--- src/rtl/periph_bus_pkg.sv ---
// Shared request/response bundle types for the peripheral-bus arbiter.
// The id field is sized for the widest supported master id.
package periph_bus_pkg;

    localparam int PB_ID_MAX = 32;

    typedef struct packed {
        logic [31:0]          add;
        logic                 wen;
        logic [31:0]          wdata;
        logic [3:0]           be;
        logic [PB_ID_MAX-1:0] id;
    } pb_req_t;

    typedef struct packed {
        logic [31:0]          rdata;
        logic                 opc;
        logic [PB_ID_MAX-1:0] id;
    } pb_rsp_t;

    function automatic int pb_ptr_w(input int n);
        return (n > 1) ? $clog2(n) : 1;
    endfunction

endpackage

--- src/rtl/rr_arb_tree_lite.sv ---
// Combinational round-robin pick: first eligible index at or after i_ptr,
// wrapping from N-1 back to 0.
module rr_arb_tree_lite #(
    parameter int N  = 4,
    parameter int PW = 2
) (
    input  logic [N-1:0]  i_elig,
    input  logic [PW-1:0] i_ptr,
    output logic [PW-1:0] o_winner,
    output logic          o_valid
);

    logic [PW:0]   w_sum;
    logic [PW-1:0] w_idx;

    always_comb begin
        o_winner = '0;
        o_valid  = 1'b0;
        w_sum    = '0;
        w_idx    = '0;
        for (int k = 0; k < N; k++) begin
            // explicit wrap so non-power-of-2 N never relies on overflow
            w_sum = {1'b0, i_ptr} + (PW+1)'(k);
            if (w_sum >= (PW+1)'(N))
                w_sum = w_sum - (PW+1)'(N);
            w_idx = w_sum[PW-1:0];
            if (!o_valid && i_elig[w_idx]) begin
                o_valid  = 1'b1;
                o_winner = w_idx;
            end
        end
    end

endmodule

--- src/rtl/periph_bus_arbiter.sv ---
// N-to-1 round-robin peripheral-bus arbiter with one outstanding
// transaction per master and one-hot tagged slave responses.
module periph_bus_arbiter
    import periph_bus_pkg::*;
#(
    parameter int NB_MASTER = 4,
    parameter int ID_WIDTH  = 9
) (
    input  logic                               clk_i,
    input  logic                               rst_i,
    input  logic [NB_MASTER-1:0]               m_req_i,
    input  logic [NB_MASTER-1:0]               m_wen_i,
    input  logic [NB_MASTER-1:0][31:0]         m_add_i,
    input  logic [NB_MASTER-1:0][31:0]         m_wdata_i,
    input  logic [NB_MASTER-1:0][3:0]          m_be_i,
    input  logic [NB_MASTER-1:0][ID_WIDTH-1:0] m_id_i,
    output logic [NB_MASTER-1:0]               m_gnt_o,
    output logic [NB_MASTER-1:0]               m_r_valid_o,
    output logic [NB_MASTER-1:0]               m_r_opc_o,
    output logic [NB_MASTER-1:0][31:0]         m_r_rdata_o,
    output logic [NB_MASTER-1:0][ID_WIDTH-1:0] m_r_id_o,
    output logic                               s_req_o,
    output logic                               s_wen_o,
    output logic [31:0]                        s_add_o,
    output logic [31:0]                        s_wdata_o,
    output logic [3:0]                         s_be_o,
    output logic [NB_MASTER-1:0]               s_id_o,
    input  logic                               s_gnt_i,
    input  logic                               s_r_valid_i,
    input  logic                               s_r_opc_i,
    input  logic [31:0]                        s_r_rdata_i,
    input  logic [NB_MASTER-1:0]               s_r_id_i
);

    localparam int PW = pb_ptr_w(NB_MASTER);

    logic [PW-1:0]                     r_ptr;
    logic [NB_MASTER-1:0]              r_out;
    logic [NB_MASTER-1:0][ID_WIDTH-1:0] r_id;

    logic [PW-1:0]        w_winner;
    logic [PW-1:0]        w_ptr_nxt;
    logic [NB_MASTER-1:0] w_elig;
    logic [NB_MASTER-1:0] w_sel;
    logic [NB_MASTER-1:0] w_rsp_sel;
    logic                 w_valid;
    logic                 w_hs;
    logic                 w_rsp_ok;
    logic                 w_unused;
    pb_req_t              w_win;
    pb_rsp_t              w_rsp [NB_MASTER];

    assign w_elig = m_req_i & ~r_out;

    rr_arb_tree_lite #(
        .N  (NB_MASTER),
        .PW (PW)
    ) u_rr (
        .i_elig   (w_elig),
        .i_ptr    (r_ptr),
        .o_winner (w_winner),
        .o_valid  (w_valid)
    );

    always_comb begin
        w_sel = '0;
        w_win = '0;
        if (w_valid) begin
            w_sel[w_winner] = 1'b1;
            w_win.add       = m_add_i[w_winner];
            w_win.wen       = m_wen_i[w_winner];
            w_win.wdata     = m_wdata_i[w_winner];
            w_win.be        = m_be_i[w_winner];
            w_win.id        = PB_ID_MAX'(m_id_i[w_winner]);
        end
    end

    assign s_req_o   = w_valid;
    assign s_wen_o   = w_win.wen;
    assign s_add_o   = w_win.add;
    assign s_wdata_o = w_win.wdata;
    assign s_be_o    = w_win.be;
    assign s_id_o    = w_sel;
    assign m_gnt_o   = w_sel & {NB_MASTER{s_gnt_i}};
    assign w_hs      = w_valid & s_gnt_i;

    assign w_ptr_nxt = (w_winner == PW'(NB_MASTER - 1)) ?
                       '0 : w_winner + PW'(1);

    // stray responses (bad tag or nothing outstanding) are dropped
    assign w_rsp_ok  = s_r_valid_i && $onehot(s_r_id_i) &&
                       ((s_r_id_i & r_out) != '0);
    assign w_rsp_sel = w_rsp_ok ? s_r_id_i : '0;

    always_comb begin
        w_unused    = ^w_win.id;
        m_r_valid_o = w_rsp_sel;
        m_r_rdata_o = '0;
        m_r_opc_o   = '0;
        m_r_id_o    = '0;
        for (int k = 0; k < NB_MASTER; k++) begin
            w_rsp[k] = '0;
            if (w_rsp_sel[k]) begin
                w_rsp[k].rdata = s_r_rdata_i;
                w_rsp[k].opc   = s_r_opc_i;
                w_rsp[k].id    = PB_ID_MAX'(r_id[k]);
            end
            m_r_rdata_o[k] = w_rsp[k].rdata;
            m_r_opc_o[k]   = w_rsp[k].opc;
            m_r_id_o[k]    = w_rsp[k].id[ID_WIDTH-1:0];
            w_unused       = w_unused ^ (^w_rsp[k].id);
        end
    end

    always_ff @(posedge clk_i or posedge rst_i) begin
        if (rst_i) begin
            r_ptr <= '0;
            r_out <= '0;
            r_id  <= '0;
        end else begin
            if (w_hs) begin
                r_ptr           <= w_ptr_nxt;
                r_id[w_winner]  <= m_id_i[w_winner];
            end
            r_out <= (r_out & ~w_rsp_sel) | (w_hs ? w_sel : '0);
        end
    end

    always_ff @(posedge clk_i) begin
        if (!rst_i && s_r_valid_i)
            assert (w_rsp_ok)
            else $warning("periph_bus_arbiter: stray response dropped, id=%b",
                          s_r_id_i);
    end

endmodule

--- config.mk ---
export PLATFORM = sky130hd
export DESIGN_NAME = periph_bus_arbiter
export DESIGN_NICKNAME = d
export VERILOG_FILES = /design/src/rtl/periph_bus_pkg.sv /design/src/rtl/rr_arb_tree_lite.sv /design/src/rtl/periph_bus_arbiter.sv
export SDC_FILE = /design/constraint.sdc
export NUM_CORES = 1
export LEC_CHECK = 0
export ABC_AREA = 1
export BUFFER_PORTS_ARGS = -buffer_cell sky130_fd_sc_hd__clkbuf_2
export CAP_MARGIN = 20
export CORE_AREA = 2 2 238 240
export CTS_CLUSTER_SIZE = 30
export DETAILED_ROUTE_END_ITERATION = 10
export DIE_AREA = 0 0 240 242
export GPL_ROUTABILITY_DRIVEN = 0
export PLACE_DENSITY_LB_ADDON = 0.08
export SYNTH_ARGS = -nofsm -noshare
export SYNTH_HDL_FRONTEND = slang
export SYNTH_SLANG_ARGS = --single-unit
--- constraint.sdc ---
create_clock -name clk_i -period 3.3 [get_ports clk_i]
set_clock_uncertainty 0.1 [all_clocks]
set_input_delay 0.33 -clock clk_i [delete_from_list [all_inputs] [get_ports clk_i]]
set_output_delay 0.33 -clock clk_i [all_outputs]
set_load 0.1 [all_outputs]
==> impl_results.md <==
* Clock Latency Late Sink at around 0.3 ns
* CP required at between 2 and 3 ns
* Commonest non-fill, non-tap cell in the layout: clkbuf_2
* Met2 usage at 0.246
* Final setup vio count at 0
* Max Cap Viol at 0
* Vias at 9339
* Startpoint types: register
* Grt total ovfl at 0
* Syn Inst Count at about 1.1k
* Post-synthesis register bit count at 42
* Fraction of registers with async set/reset at 1.00
* WL per Instance at roughly 18 µm
* Tcrit/Tclk final at 0.948
* Die ar. at roughly 58000 µm²
* Fmax at 320 MHz
* Rel. slew slack at 0.534
* Final core occ at 0.279
* Post-route DRC at 0
* Worst-margin pin slew at 0.698 ns
* Reg clk slew, reported paths at ~0.07 ns
* All-Layer GR Usage at 0.144
* Core ar. at 55700 µm²
* Final Slew Violations at 0
* Most Crowded Layer GR: met2
* Status: complete, no violations
* CP max stage cell: dfrtp_2
* Post-Route WL at 44500 µm
* Syn nets at between 1k and 1.5k
* Worst Setup EP: s_wdata_o[11]
* Largest net degree at the start of global routing at 57
* DR pass1 iterations at 5
* Net count, final at between 2k and 2.5k
* Cell Rows at between 80 and 90
* Setup ws final at around 0.17 ns
* Worst Path Buf+Inv at 3
* Pre-CTS setup slack at 0.161 ns
* Leading cell types in the layout, fill and taps excluded: clkbuf_2 (357), nand2_1 (328), buf_12 (264)
* R2R setup slack at 0.39 ns
* Fillers at 6116
* CP max stage delay at between 0.4 and 0.5 ns
* YS warnings at 0
* Crit path from: r_ptr[0]
* Post-Syn Area per Cell at between 5 and 6 µm²
* Overall die width at between 200 and 250 µm
* FF+latch area at around 1100 µm²
* Synthesis-to-layout area growth at 172%
* Initial core utilization at 0.103
* R2r worst-path depth at 17
* Clock sinks at 42
* Area post-placement at approximately 15000 µm²
* Crit path kind: reg2out
* Capturing point of the worst reg2reg path: r_id[30]
* CP arrival at 2.70 ns
* TritonCTS clock tree: done
* Worst path depth at 14
* Worst-path maximum fanout at 17
* First-pass GRT wire length at between 60000 and 70000 µm
* Vias in the first global route at around 9.6k
* Synth cell types at 29
* CTS buffer count at 5
* Clk Tree Root Cell: clkbuf_16
* Post-synth EDFFs at 0
* DR vias/cell at around 3.8
* PortBufs at roughly 600
* Final hold viol count at 0
* Die H at around 240 µm
* Most numerous cell on the critical path: nand2_1
* Multi-input gate area at 5210 µm²
* CP Cell Sequence: buf_4, nand2_1, nand2_2, nand3_1, nand2_2, nand2_1, nand2_1, nand2_2, nand3_4, nor2_4, buf_4, nand2_1, nand3_1, buf_12
* Final instance area at 15600 µm²
* Starting DRT DRC Count at 320
* Ys flop type: dfrtp_1
* Post-route ant nets at 0
* Worst Hold Class: in2reg
* Htree depth at 2
* M3 GR Usage at 0.0432
* Post-layout min period at 3.13 ns
* CP top delay family: simple AND/OR/NAND/NOR gates
* Fin Setup TNS at 0 ns
* Met1 global-route usage at 0.174
* Seq/Total Area, Yosys at 0.184
* Launch point of the worst reg-to-reg path: r_ptr[0]
* Clk buf depth at 2
* RSZ-0062 raised after global routing: no
* Initial antenna violation count at 8
* Worst setup EP type: output port
* Ratio of cells with drive above 1 in the final layout at 0.540
* IO Pins at 607
* Post-Syn Area at around 5700 µm²
* DPL Wire Length at between 30000 and 40000 µm
## cells in the mapped netlist (2+ instances only)
library cell / count / area [µm²]
buf_1: 2 / 7.51
buf_6: 6 / 67.6
buf_2: 26 / 130
inv_1: 153 / 574
dfrtp_1: 42 / 1050
nand2_1: 334 / 1250
o211ai_1: 47 / 353
nand4_1: 18 / 113
ha_1: 3 / 37.5
buf_4: 7 / 52.6
clkbuf_1: 37 / 139
nor2_2: 3 / 18.8
inv_4: 2 / 12.5
nor2_1: 199 / 747
clkinv_1: 6 / 22.5
o22ai_1: 3 / 18.8
nand3_1: 143 / 716
o21ai_0: 42 / 210
inv_2: 3 / 11.3
o21ai_1: 16 / 80.1
## cell type report
class,count,share of cell area
Multi-Input combinational cell,817,0.334
Clock buffer,5,0.00804
Tap cell,756,0.0608
Sequential cell,42,0.0677
Clock inverter,3,0.00185
Inverter,164,0.0423
Timing Repair Buffer,662,0.484
Antenna cell,6,0.000964
## worst min-delay path by stage
stage          startpoint  endpoint  slack (ns)  cells after the start
2_1_floorplan    r_id[10]  r_id[10]        0.35                      2
3_3_place_gp     r_id[18]  r_id[18]        0.36                      2
3_5_place_dp     r_id[24]  r_id[24]        0.37                      2
4_1_cts             rst_i  r_out[1]        0.20                      2
5_1_grt           s_gnt_i  r_ptr[1]        0.35                      5
6_report          s_gnt_i  r_ptr[1]        0.30                      5
## per-stage QoR
step / hold WS [ns] / cells
after global placement: 0.362 / 2425
after detailed placement: 0.366 / 2425
after floorplan: 0.349 / 1101
after global routing: 0.350 / 2455
final: 0.305 / 2455
after CTS: 0.205 / 2434
## registers in the layout (all words and copies together) (netlist names)
name and count:
r_out 4, r_id 36, r_ptr 2
## kinds of logic after synthesis
family / Yosys count / synth area share
simple gates: 703 / 0.510
buf+inv: 242 / 0.178
compound gates: 110 / 0.118
flops: 42 / 0.184
fa+ha+maj: 4 / 0.0101
## tightest hold or removal path, delay by kind of cell
kind | cells | cell delay [ns]
buf+inv | 2 | 0.15
simple gates | 2 | 0.12
compound gates | 1 | 0.06
## layer usage
| metal | wire (µm) | part of all wire |
|---|---|---|
| met5 | 13 | 0.00029 |
| met3 | 4000 | 0.090 |
| met2 | 21700 | 0.49 |
| met4 | 908 | 0.020 |
| met1 | 17900 | 0.40 |
## what timing repair did
action / in CTS / in global routing
endpoints found under the setup margin: 15 / 72
resized for setup: 5 / 42
hold buffers: 0 / 1
setup buffers: 0 / 6
cloned: 1 / 7
pin swaps: 0 / 3
hold endpoints to repair: 0 / 6
Power is left out: the tool's default activity adds up to more than one toggle a clock period on the data nets, which glitch-free logic cannot reach.
